[src/rtl/k005297_dmabuscycle.sv]
// K005297 bus-side DMA cycle sequencer: bus arbitration, one word per request, DMA address-counter strobes.
// Optional feature macro K005297_DMA_BURST_EN keeps the bus granted (HOLD) for back-to-back requests.
module k005297_dmabuscycle #(
  parameter logic [5:0] DTACK_TMO = 6'd63
) (
  input  logic        i_MCLK,
  input  logic        i_RST_n,
  input  logic        i_CLK4M_PCEN_n,
  input  logic [7:0]  i_ROT8,
  input  logic        i_XFER_REQ,
  input  logic        i_XFER_WR,
  input  logic        i_XFER_MSK,
  input  logic [15:0] i_DIN,
  output logic [15:0] o_DOUT,
  output logic        o_XFER_DONE,
  output logic        o_BUSERR,
  output logic        o_BR_n,
  output logic        o_BGACK_n,
  output logic        o_AS_n,
  output logic        o_UDS_n,
  output logic        o_LDS_n,
  output logic        o_R_nW,
  output logic [15:0] o_DB,
  output logic        o_DB_OE,
  input  logic        i_BG_n,
  input  logic        i_AS_n,
  input  logic        i_DTACK_n,
  input  logic [15:0] i_DB,
  output logic        o_BDRWADDR_INC,
  output logic        o_MSKADDR_INC,
  output logic        o_ADDR_RST
);

  typedef enum logic [3:0] {
    S_IDLE, S_BUSREQ, S_ACQ, S_ADDR, S_STROBE, S_WAITACK, S_TERM, S_INC, S_RELEASE
`ifdef K005297_DMA_BURST_EN
    , S_HOLD
`endif
  } state_t;

  localparam logic [5:0] TMO_LAST = DTACK_TMO - 6'd1;

  state_t     state;
  logic       wr_q;
  logic       msk_win;   // mask transfer in flight: MSKADDR_INC doubles as the A7-A1 select
  logic       msk_tail;  // hold MSKADDR_INC through one more ROT8[1] cycle after INC
  logic [5:0] tmo_cnt;
`ifdef K005297_DMA_BURST_EN
  localparam logic [2:0] HOLD_LAST = 3'd7;
  logic [2:0] hold_cnt;
`endif

  logic unused_rot;
  assign unused_rot = ^{i_ROT8[7:2], i_ROT8[0]};

  always_ff @(posedge i_MCLK or negedge i_RST_n) begin
    if (!i_RST_n) begin
      state          <= S_IDLE;
      wr_q           <= 1'b0;
      msk_win        <= 1'b0;
      msk_tail       <= 1'b0;
      tmo_cnt        <= '0;
      o_DOUT         <= '0;
      o_XFER_DONE    <= 1'b0;
      o_BUSERR       <= 1'b0;
      o_BR_n         <= 1'b1;
      o_BGACK_n      <= 1'b1;
      o_AS_n         <= 1'b1;
      o_UDS_n        <= 1'b1;
      o_LDS_n        <= 1'b1;
      o_R_nW         <= 1'b1;
      o_DB           <= '0;
      o_DB_OE        <= 1'b0;
      o_BDRWADDR_INC <= 1'b0;
      o_MSKADDR_INC  <= 1'b0;
      o_ADDR_RST     <= 1'b1;
`ifdef K005297_DMA_BURST_EN
      hold_cnt       <= '0;
`endif
    end else if (!i_CLK4M_PCEN_n) begin
      o_ADDR_RST  <= 1'b0;
      o_XFER_DONE <= 1'b0;
      if (msk_tail && i_ROT8[1]) begin
        msk_tail <= 1'b0;
        if (!msk_win) o_MSKADDR_INC <= 1'b0;
      end
      case (state)
        S_IDLE: if (i_XFER_REQ) begin
          wr_q     <= i_XFER_WR;
          msk_win  <= i_XFER_MSK;
          o_DB     <= i_DIN;
          o_BUSERR <= 1'b0;
          o_BR_n   <= 1'b0;
          state    <= S_BUSREQ;
        end
        // Take the bus only once the current master has dropped AS
        S_BUSREQ: if (!i_BG_n && i_AS_n) begin
          o_BGACK_n <= 1'b0;
          o_BR_n    <= 1'b1;
          state     <= S_ACQ;
        end
        S_ACQ: begin
          o_R_nW <= ~wr_q;
          o_AS_n <= 1'b0;
          if (msk_win) o_MSKADDR_INC <= 1'b1;
          state  <= S_ADDR;
        end
        S_ADDR: begin
          o_UDS_n <= 1'b0;
          o_LDS_n <= 1'b0;
          o_DB_OE <= wr_q;
          state   <= S_STROBE;
        end
        S_STROBE: begin
          tmo_cnt <= '0;
          state   <= S_WAITACK;
        end
        S_WAITACK: if (!i_DTACK_n) begin
          if (!wr_q) o_DOUT <= i_DB;
          o_AS_n  <= 1'b1;
          o_UDS_n <= 1'b1;
          o_LDS_n <= 1'b1;
          o_DB_OE <= 1'b0;
          state   <= S_TERM;
        end else if (tmo_cnt == TMO_LAST) begin
          o_AS_n        <= 1'b1;
          o_UDS_n       <= 1'b1;
          o_LDS_n       <= 1'b1;
          o_DB_OE       <= 1'b0;
          o_BUSERR      <= 1'b1;
          msk_win       <= 1'b0;
          o_MSKADDR_INC <= 1'b0;
          o_BGACK_n     <= 1'b1;
          state         <= S_RELEASE;
        end else begin
          tmo_cnt <= tmo_cnt + 6'd1;
        end
        S_TERM: begin
          o_R_nW <= 1'b1;
          if (msk_win) o_MSKADDR_INC  <= 1'b1;
          else         o_BDRWADDR_INC <= 1'b1;
          state <= S_INC;
        end
        S_INC: if (i_ROT8[1]) begin
          o_BDRWADDR_INC <= 1'b0;
          o_XFER_DONE    <= 1'b1;
          if (msk_win) begin
            msk_win  <= 1'b0;
            msk_tail <= 1'b1;
          end
`ifdef K005297_DMA_BURST_EN
          hold_cnt <= '0;
          state    <= S_HOLD;
`else
          o_BGACK_n <= 1'b1;
          state     <= S_RELEASE;
`endif
        end
        S_RELEASE: begin
          o_R_nW <= 1'b1;
          state  <= S_IDLE;
        end
`ifdef K005297_DMA_BURST_EN
        // Bus still owned: a new request skips arbitration
        S_HOLD: if (i_XFER_REQ) begin
          wr_q     <= i_XFER_WR;
          msk_win  <= i_XFER_MSK;
          o_DB     <= i_DIN;
          o_BUSERR <= 1'b0;
          o_R_nW   <= ~i_XFER_WR;
          o_AS_n   <= 1'b0;
          if (i_XFER_MSK) o_MSKADDR_INC <= 1'b1;
          state    <= S_ADDR;
        end else if (hold_cnt == HOLD_LAST) begin
          o_BGACK_n <= 1'b1;
          state     <= S_RELEASE;
        end else begin
          hold_cnt <= hold_cnt + 3'd1;
        end
`endif
        default: state <= S_IDLE;
      endcase
    end
  end

endmodule

[config.mk]
export PLATFORM = sky130hd
export DESIGN_NAME = k005297_dmabuscycle
export DESIGN_NICKNAME = d
export VERILOG_FILES = /design/src/rtl/k005297_dmabuscycle.sv
export SDC_FILE = /design/constraint.sdc
export NUM_CORES = 1
export LEC_CHECK = 0
export ABC_AREA = 1
export CAP_MARGIN = 20
export CORE_ASPECT_RATIO = 0.75
export CORE_MARGIN = 1.5
export CORE_UTILIZATION = 40
export CTS_CLUSTER_DIAMETER = 100
export DETAILED_ROUTE_END_ITERATION = 10
export GPL_ROUTABILITY_DRIVEN = 0
export GPL_TIMING_DRIVEN = 0
export PLACE_DENSITY = 0.77
export RECOVER_POWER = 100
export SLEW_MARGIN = 20
export SYNTH_ARGS = -nofsm -noshare
export SYNTH_HDL_FRONTEND = slang
export SYNTH_SLANG_ARGS = --single-unit
[constraint.sdc]
create_clock -name i_MCLK -period 2.8 [get_ports i_MCLK]
set_input_delay 0.42 -clock i_MCLK [delete_from_list [all_inputs] [get_ports i_MCLK]]
set_output_delay 0.42 -clock i_MCLK [all_outputs]
set_load 0.005 [all_outputs]
==> results of run 1 <==
[kinds of logic (layout without fill, tap and decap cells)]
| kind of cell | after synthesis | after routing | share of synthesized area [%] |
|---|---|---|---|
| fa+ha+maj | 2 | 2 | 0.897 |
| flops | 56 | 56 | 50.5 |
| simple gates | 163 | 163 | 26.9 |
| compound gates | 48 | 48 | 10.5 |
| buf+inv | 68 | 161 | 11.1 |
[per-layer routing]
metal	wire length (µm)	share of wire, %	vias up
li1	-	-	1232
met1	2850	46	1095
met2	2780	44	86
met3	590	9.4	4
met4	34	0.54	0
met5	0	0	-
[state kept, by name (all words and copies together), names as in the netlist, named ones only]
register        count
o_DB               16
o_DOUT             16
tmo_cnt             6
state               4
msk_win             1
o_ADDR_RST          1
o_AS_n              1
o_BDRWADDR_INC      1
o_BGACK_n           1
o_BR_n              1
o_BUSERR            1
o_DB_OE             1
o_LDS_n             1
o_MSKADDR_INC       1
o_R_nW              1
o_XFER_DONE         1
wr_q                1
[cells in the mapped netlist, drive strengths merged (2+ instances only)]
master,instances
a21oi,3
nor3,2
o21ai,41
dfrtp,50
nand3,30
or2,2
nor2,25
inv,57
nand2,99
dfstp,6
ha,2
buf,11
nand4,4
[layout by cell type (no fill, tap or decap), types with 5 or more instances in the layout]
cell | Yosys | final
clkdlybuf4s50_1 | 0 | 40
o21ai_0 | 4 | 35
nand3_1 | 27 | 29
inv_1 | 54 | 54
nor2_1 | 21 | 22
clkbuf_8 | 0 | 6
dfrtp_1 | 50 | 50
nand2_1 | 98 | 98
dlygate4sd3_1 | 0 | 44
dfstp_2 | 6 | 5
[cell type report]
cell class | count | area, µm²
Timing Repair Buffer | 85 | 846
Inverter | 57 | 214
Sequential cell | 56 | 1410
Multi-Input combinational cell | 213 | 988
Buffer | 11 | 80.1
Clock buffer | 6 | 82.6
Fill cell | 656 | 3030
Tap cell | 84 | 105
Clock inverter | 2 | 13.8
[worst register-to-register path, cell delays in order, from the launching register on]
cell and delay, ps:
dfrtp_1 460, inv_1 130, ha_1 150, nand3_1 90, nor2_1 160, nand2_1 90, nand3_1 130, clkbuf_1 330
o21ai_0 140
[power groups by stage]
stage / combinational (mW) / clock, mW / sequential, mW
2_1_floorplan: 0.702 / 0 / 1.35
3_3_place_gp: 1.47 / 0 / 1.34
3_5_place_dp: 1.49 / 0 / 1.34
4_1_cts: 1.50 / 0.486 / 1.33
5_1_grt: 1.48 / 0.518 / 1.37
6_report: 1.31 / 0.468 / 1.32
[how the worst min path moves through the flow]
stage	start	to	depth (start not counted)
floorplan	i_RST_n	async pin	0
global placement	o_ADDR_RST$_DFFE_PN1N_	o_ADDR_RST$_DFFE_PN1N_	2
detailed placement	o_ADDR_RST$_DFFE_PN1N_	o_ADDR_RST$_DFFE_PN1N_	2
CTS	i_RST_n	o_DB[4]$_DFFE_PN0P_	1
global route	o_ADDR_RST$_DFFE_PN1N_	o_ADDR_RST$_DFFE_PN1N_	2
finish	i_RST_n	o_DB[4]$_DFFE_PN0P_	1
==> impl_results.md, run 1 <==
- Critical Path Stages: 8
- Crit-path max cell delay: 690 ps
- P_sw: 1.08 mW
- CP Launch Type: input port
- Internal: 2.01 mW
- Fin cells: 514
- Vias: 2,417
- Initial Util: 41.2%
- Post-synth EDFFs: 0
- Gr usage total: 17.5%
- Number of cell rows: 26
- Post-synth ARST share: 100%
- Initial antenna violation count: 0
- GRT met3 Usage: 6.15%
- Min Hold Slack: 404 ps
- Seq pwr share: 42.6%
- CP delay by family, top: buffers and inverters
- Clock tree sinks: 56
- Vias in the first global route: 2,259
- Yosys reg bits: 56
- Combinational power share: 42.2%
- I/O pins: 93
- Routed Antenna Nets: 0
- Later-pin clock latency in the skew report: 310 ps
- DRT Pass-1 Iters: 4
- Netlist cell types: 28
- CP arrival: 2390 ps
- Max Buffers Root-to-Sink: 2
- Max Fclk: 0.460 GHz
- RSZ-0062 raised after global routing: no
- LEAKAGE: 1.98 nW
- PwrDens: 827 nW/µm²
- CTS tree: done
- Fin Setup TNS: 0 ps
- Worst reg-to-reg setup slack: 1010 ps
- Root buffer cell: clkbuf_8
- Routed vias/inst: 4.70
- Final worst path period share: 77.6%
- Cell chain of the critical path: dlygate4sd3_1 > inv_1 > clkbuf_1 > nand2_1 > nor2_1 > nand2_4 > nand2_1 > nand2_1
- Reg2Reg Depth: 8
- Cells after DPL: 506
- Highest-delay cell along the critical path: dlygate4sd3_1
- Cell area after synthesis: 2790 µm²
- Relative slew slack: 9.04%
- PostCTS Resize Cnt: 0
- H-tree levels: 2
- Outcome: finished, final reports clean
- CP required: 3020 ps
- Final min period: 2170 ps
- R2r endpoint: tmo_cnt[0]$_DFFE_PN0P_
- Clock transition at path regs: 110 ps
- Syn_area_per_cell: 8.28 µm²
- Area post-placement: 3740 µm²
- Most used routing layer: met2
- VDD IR max: 420 µV
- Most used cell along the critical path: nand2_1
- Hold WC Path Type: input port to async pin
- Num CTS Buffers: 5
- RR Startpoint: tmo_cnt[0]$_DFFE_PN0P_
- Launch point of the worst path: i_CLK4M_PCEN_n
- Die width: 99.4 µm
- Top FF cell, synth: dfrtp_1
- Nets: 480
- Final core occ: 55.3%
- Iter 0 DRT Violations: 161
- Maxcap violations: 0
- Syn Nets: 388
- Met2 Use GR: 27.1%
- Cell area after layout: 3740 µm²
- Setup CP Type: input port to flop
- Hold_buf cts: 0
- Power after layout: 3.09 mW
- Grt total ovfl: 0
- Ys Warns: 0
- # port buffers: 85
- M1 GR Usage: 24.2%
- DPL Wire Length: 4720 µm
- Part of the power in the clock network: 15.1%
- Die footprint: 7490 µm²
- Switching share of total power: 34.9%
- Final hold viol count: 0
- Leading area contributor after synthesis: dfrtp_1
- Final setup violation count: 0
- Worst setup endpoint: state[0]$_DFFE_PN0P_
- Clock Skew: 13.0 ps
- Buf/Inv on CP: 3
- Setup WS post-layout: 626 ps
- Top post-synthesis cells by area: dfrtp_1 (45%), nand2_1 (13%), inv_1 (7.3%)
- CP max FO: 10
- Setup Buffers After CTS: 0
- Core ar.: 6770 µm²
- Routed wire per std cell: 12.2 µm
- Share of the synthesized area in the top cell type: 44.9%
- Worst slew pin tran: 1360 ps
- Largest net degree at the start of global routing: 57
- Slew Limit Fails: 0
- Setup WS pre-CTS: 724 ps
- Share of post-route cells with drive strength above 1: 7.91%
- WL final: 6250 µm
- # DRC: 0
- Syn Inst Count: 337
- Setup crit end kind: flop
- Layout area overhead: 34.1%
- Post-synthesis sequential area ratio: 50.5%
- Die Y: 75.3 µm
- Antenna cells: 0
- First-pass GRT wire length: 10,400 µm
Power figures use the tool's default switching activity.
==> run 2: changes to the inputs <==
--- a/config.mk
+++ b/config.mk
@@ -14,7 +14,7 @@
 export DETAILED_ROUTE_END_ITERATION = 10
 export GPL_ROUTABILITY_DRIVEN = 0
 export GPL_TIMING_DRIVEN = 0
-export PLACE_DENSITY = 0.77
+export PLACE_DENSITY = 0.8
 export RECOVER_POWER = 100
 export SLEW_MARGIN = 20
 export SYNTH_ARGS = -nofsm -noshare
==> constraint.sdc (replaced) <==
create_clock -name i_MCLK -period 1.8 [get_ports i_MCLK]
set_input_delay 0.27 -clock i_MCLK [delete_from_list [all_inputs] [get_ports i_MCLK]]
set_output_delay 0.27 -clock i_MCLK [all_outputs]
set_load 0.005 [all_outputs]
==> impl_results.md, run 2 (synthesis results as in run 1) <==
- Outcome: finished, final reports clean (unchanged)
- Die footprint: 7490 µm² (unchanged)
- PostCTS Resize Cnt: 0 (unchanged)
- Iter 0 DRT Violations: 174 (was 161)
- DRT Pass-1 Iters: 5 (was 4)
- # port buffers: 85 (unchanged)
- Final setup violation count: 0 (unchanged)
- Nets: 480 (unchanged)
- Largest net degree at the start of global routing: 57 (unchanged)
- CP required: 1530 ps (was 3020 ps)
- Final worst path period share: 96.1%
- H-tree levels: 2 (unchanged)
- CP max FO: 3 (was 10)
- Layout area overhead: 36.3% (was 34.1%)
- Fin cells: 514 (unchanged)
- CP Launch Type: flop (was input port)
- Commonest non-fill, non-tap cells in the layout: nand2_1 (98), inv_1 (56), dfrtp_1 (50) (was nand2_1 (98), inv_1 (54), dfrtp_1 (50))
- Clock Skew: 8.47 ps (was 13.0 ps)
- CP arrival: 1460 ps (was 2390 ps)
- Vias in the first global route: 2,295 (was 2,259)
- WL final: 6210 µm (was 6250 µm)
- VDD IR max: 639 µV (was 420 µV)
- RSZ-0062 raised after global routing: no (unchanged)
- Setup CP Type: flop to output port (was input port to flop)
- Routed vias/inst: 4.77 (was 4.70)
- Setup crit end kind: output port (was flop)
- Number of cell rows: 26 (unchanged)
- Maxcap violations: 0 (unchanged)
- LEAKAGE: 2.00 nW (was 1.98 nW)
- Gr usage total: 17.3% (was 17.5%)
- I/O pins: 93 (unchanged)
- PwrDens: 1280 nW/µm² (was 827 nW/µm²)
- Hold WC Path Type: input port to async pin (unchanged)
- # DRC: 0 (unchanged)
- Setup Buffers After CTS: 0 (unchanged)
- Die width: 99.4 µm (unchanged)
- First-pass GRT wire length: 10,300 µm (was 10,400 µm)
- Die Y: 75.3 µm (unchanged)
- Worst slew pin tran: 1380 ps (was 1360 ps)
- Final min period: 1730 ps
- Max Buffers Root-to-Sink: 2 (unchanged)
- Vias: 2,454 (was 2,417)
- Max Fclk: 0.578 GHz
- Relative slew slack: 8.03% (was 9.04%)
- Final hold viol count: 0 (unchanged)
- Routed wire per std cell: 12.1 µm (was 12.2 µm)
- Grt total ovfl: 0 (unchanged)
- Power after layout: 4.87 mW (was 3.09 mW)
- Cells after DPL: 506 (unchanged)
- Initial antenna violation count: 0 (unchanged)
- Hold_buf cts: 0 (unchanged)
- Num CTS Buffers: 5 (unchanged)
- Root buffer cell: clkbuf_8 (unchanged)
- # fillers: 624 (was 656)
- Slew Limit Fails: 0 (unchanged)
- Antenna cells: 0 (unchanged)
- Share of post-route cells with drive strength above 1: 10.7% (was 7.91%)
- Largest regs: o_DB x16, o_DOUT x16, tmo_cnt x6 (unchanged)
- Routed Antenna Nets: 0 (unchanged)
- DPL Wire Length: 4730 µm (was 4720 µm)
- Clock transition at path regs: 110 ps (about the same)
- Clock tree sinks: 56 (unchanged)
- Core ar.: 6770 µm² (unchanged)
- CTS tree: done (unchanged)
- Later-pin clock latency in the skew report: 310 ps (about the same)
- Initial Util: 41.2% (unchanged)
- Commonest non-fill, non-tap cell in the layout: nand2_1 (unchanged)
-- run 2: cell types whose count changed in the layout (fill, tap and decap cells not counted), sizes merged --
| cell | previous run | this run |
|---|---|---|
| clkbuf | 11 | 10 |
| clkdlybuf4s50 | 40 | 41 |
| clkinvlp | 0 | 1 |
| dlygate4sd3 | 44 | 43 |
-- run 2: layout make-up --
type                            instances  area, µm²  share of cell area [%]
Multi-Input combinational cell        213       1050                    27.6
Clock buffer                            5       68.8                    1.81
Buffer                                 11       87.6                    2.30
Sequential cell                        56       1410                    37.1
Clock inverter                          3       21.3                   0.560
Timing Repair Buffer                   85        846                    22.3
Inverter                               57        214                    5.63
Tap cell                               84        105                    2.76
-- run 2: path summary, 6_finish.rpt --
kind	cells after the start	startpoint	endpoint	slack (ps)
min in group i_MCLK	2	o_ADDR_RST$_DFFE_PN1N_	o_ADDR_RST$_DFFE_PN1N_	460
hold / removal	1	i_RST_n	o_DB[15]$_DFFE_PN0P_	270
setup reg to reg	8	state[2]$_DFFE_PN0P_	o_DOUT[4]$_DFFE_PN0P_	180
max in group asynchronous	1	i_RST_n	async pin	710
hold reg to reg	2	o_ADDR_RST$_DFFE_PN1N_	o_ADDR_RST$_DFFE_PN1N_	460
setup / recovery	2	o_LDS_n$_DFFE_PN1P_	o_UDS_n	70
-- run 2: routing by layer --
layer,share of wire [%],vias to the layer above,global-route usage (%)
li1,-,1232,-
met1,47,1139,23.6
met2,43,79,26.6
met3,9.3,4,6.88
met4,0.50,0,3.29
met5,0,-,0
-- run 2: per-stage QoR --
| stage | worst slack, ps | hold WS (ps) | setup TNS [ps] | instance area, µm² | utilization (%) |
|---|---|---|---|---|---|
| finish | 70.7 | 268 | 0 | 3800 | 56.2 |
| global route | 14.7 | 395 | 0 | 3800 | 56.2 |
| CTS | 52.7 | 32.3 | 0 | 3830 | 56.6 |
| detailed placement | -26.7 | 374 | -49.1 | 3740 | 55.3 |
| global placement | -1280 | 440 | -67550 | 3740 | 55.3 |
| floorplan | 449 | -25.6 | 0 | 2790 | - |
-- run 2: critical path: stages, from the launching register on --
cell and delay [ps]:
dfstp_2 560, buf_4 100, clkdlybuf4s50_1 490
-- run 2: power breakdown --
part	switching [mW]	total, mW	internal [mW]
sequential	0.272	2.04	1.77
combinational	1.04	2.12	1.08
clock	0.433	0.711	0.278
==> run 3: changes to the inputs <==
--- a/config.mk
+++ b/config.mk
@@ -8,7 +8,7 @@
 export ABC_AREA = 1
 export CAP_MARGIN = 20
 export CORE_ASPECT_RATIO = 0.75
-export CORE_MARGIN = 1.5
+export CORE_MARGIN = 4
 export CORE_UTILIZATION = 40
 export CTS_CLUSTER_DIAMETER = 100
 export DETAILED_ROUTE_END_ITERATION = 10
==> impl_results.md, run 3 (synthesis results as in run 1) <==
- Outcome: finished, final reports clean (unchanged)
- Die Y: 80.3 µm (was 75.3 µm)
- CP arrival: 1900 ps (was 1460 ps)
- CP max FO: 10 (was 3)
- LEAKAGE: 2.01 nW (was 2.00 nW)
- Share of post-route cells with drive strength above 1: 9.53% (was 10.7%)
- Internal: 3.25 mW (was 3.13 mW)
- Final worst path period share: 94.4% (was 96.1%)
- CP required: 2000 ps (was 1530 ps)
- Commonest non-fill, non-tap cell in the layout: nand2_1 (unchanged)
- P_sw: 1.73 mW (was 1.74 mW)
- Routed Antenna Nets: 0 (unchanged)
- Grt total ovfl: 0 (unchanged)
- Final setup violation count: 0 (unchanged)
- CTS tree: done (unchanged)
- PwrDens: 1310 nW/µm² (was 1280 nW/µm²)
- RSZ-0062 raised after global routing: no (unchanged)
- Layout area overhead: 36.2% (was 36.3%)
- M1 GR Usage: 21.2% (was 23.6%)
- Later-pin clock latency in the skew report: 310 ps (about the same)
- Seq pwr share: 41.1% (was 41.9%)
- I/O pins: 93 (unchanged)
- Initial Util: 41.0% (was 41.2%)
- Nets: 480 (unchanged)
- Vias: 2,437 (was 2,454)
- Max Buffers Root-to-Sink: 2 (unchanged)
- Antenna cells: 0 (unchanged)
- H-tree levels: 2 (unchanged)
- Commonest non-fill, non-tap cells in the layout: nand2_1 (98), inv_1 (54), dfrtp_1 (50) (was nand2_1 (98), inv_1 (56), dfrtp_1 (50))
- Slew Limit Fails: 0 (unchanged)
- Die width: 104 µm (was 99.4 µm)
- Clock Skew: 3.23 ps (was 8.47 ps)
- Most used routing layer: met2 (unchanged)
- Combinational power share: 42.3% (was 43.5%)
- # DRC: 0 (unchanged)
- Root buffer cell: clkbuf_8 (unchanged)
- Worst reg-to-reg setup slack: 190 ps (was 180 ps)
- Setup CP Type: input port to flop (was flop to output port)
- Routed vias/inst: 4.74 (was 4.77)
- GRT met3 Usage: 7.55% (was 6.88%)
- Setup Buffers After CTS: 0 (unchanged)
- Power after layout: 4.98 mW (was 4.87 mW)
- Initial antenna violation count: 0 (unchanged)
- Clock transition at path regs: 90 ps (was 110 ps)
- Max Fclk: 0.588 GHz (was 0.578 GHz)
- Setup crit end kind: flop (was output port)
- Final hold viol count: 0 (unchanged)
- Num CTS Buffers: 5 (unchanged)
- Number of cell rows: 26 (unchanged)
- Iter 0 DRT Violations: 203 (was 174)
- Final min period: 1700 ps (was 1730 ps)
- First-pass GRT wire length: 11,400 µm (was 10,300 µm)
- CP Launch Type: input port (was flop)
- VDD IR max: 666 µV (was 639 µV)
- # port buffers: 85 (unchanged)
- Relative slew slack: 7.26% (was 8.03%)
- Met2 Use GR: 26.0% (was 26.6%)
- Area post-placement: 3740 µm² (unchanged)
- Core ar.: 6800 µm² (was 6770 µm²)
- Part of the power in the clock network: 16.5% (was 14.6%)
- Clock tree sinks: 56 (unchanged)
- Vias in the first global route: 2,412 (was 2,295)
- Hold WC Path Type: input port to async pin (unchanged)
- Routed wire per std cell: 12.8 µm (was 12.1 µm)
- Maxcap violations: 0 (unchanged)
- DPL Wire Length: 4960 µm (was 4730 µm)
- Worst slew pin tran: 1390 ps (was 1380 ps)
- Largest regs: o_DB x16, o_DOUT x16, tmo_cnt x6 (unchanged)
- Cell area after layout: 3800 µm² (about the same)
- Die footprint: 8390 µm² (was 7490 µm²)
- Largest net degree at the start of global routing: 57 (unchanged)
- Gr usage total: 16.8% (was 17.3%)
- WL final: 6600 µm (was 6210 µm)
- Switching share of total power: 34.8% (was 35.8%)
- DRT Pass-1 Iters: 4 (was 5)
## run 3: cell types whose count changed in the layout (fill, tap and decap cells not counted), moves of 2 or more
cell	before	now
o21ai_2	8	3
inv_2	1	3
o21ai_0	24	28
inv_1	56	54
## run 3: layout make-up
class,count,area [µm²]
fillers,642,3000
flip-flops and latches,56,1410
multi-input cells,213,1030
repair buffers,85,848
inverters,57,214
well taps,84,105
plain buffers,11,83.8
clock buffers,6,72.6
clock inverters,2,35.0
## run 3: through the flow
step | util (%) | TNS [ps] | hold slack (ps) | setup WS (ps) | cells
2_1_floorplan | - | 0 | -25.6 | 449 | 337
3_3_place_gp | 55.1 | -68010 | 441 | -1280 | 506
3_5_place_dp | 55.0 | -464 | 380 | -94.7 | 506
4_1_cts | 56.6 | 0 | 37.0 | 48.7 | 514
5_1_grt | 55.9 | 0 | 383 | 13.9 | 514
6_report | 55.9 | 0 | 272 | 100 | 514
## run 3: path summary, 6_finish.rpt
| kind | to | depth (start not counted) | start |
|---|---|---|---|
| setup / recovery | state[1]$_DFFE_PN0P_ | 8 | i_CLK4M_PCEN_n |
| hold / removal | o_DB[7]$_DFFE_PN0P_ | 1 | i_RST_n |
| setup reg to reg | tmo_cnt[4]$_DFFE_PN0P_ | 9 | tmo_cnt[0]$_DFFE_PN0P_ |
| hold reg to reg | o_ADDR_RST$_DFFE_PN1N_ | 2 | o_ADDR_RST$_DFFE_PN1N_ |
| max in group asynchronous | o_DOUT[5]$_DFFE_PN0P_ | 1 | i_RST_n |
| min in group i_MCLK | o_ADDR_RST$_DFFE_PN1N_ | 2 | o_ADDR_RST$_DFFE_PN1N_ |
## run 3: repair_timing
| item | CTS | global route |
|---|---|---|
| resized for setup | 0 | 1 |
| endpoints found under the setup margin | 0 | 1 |
| hold buffers | 0 | 0 |
## run 3: power by group through the flow
| stage | registers (mW) | clock network, mW | logic, mW |
|---|---|---|---|
| finish | 2.05 | 0.824 | 2.11 |
| global route | 2.12 | 0.917 | 2.39 |
| CTS | 2.08 | 0.852 | 2.37 |
| detailed placement | 2.09 | 0 | 2.35 |
| global placement | 2.07 | 0 | 2.31 |
| floorplan | 2.10 | 0 | 1.09 |
## run 3: worst max-delay path: stages
cell	delay, ps
dlygate4sd3_1	680
inv_1	170
buf_4	210
nand2_1	130
nor2_2	230
nand2_4	80
nand2_1	70
nand2_1	60
## run 3: layer usage
metal / share of wire, % / wire length, µm
met1: 43 / 2830
met2: 44 / 2870
met3: 12 / 815
met4: 1.1 / 75
met5: 0 / 0
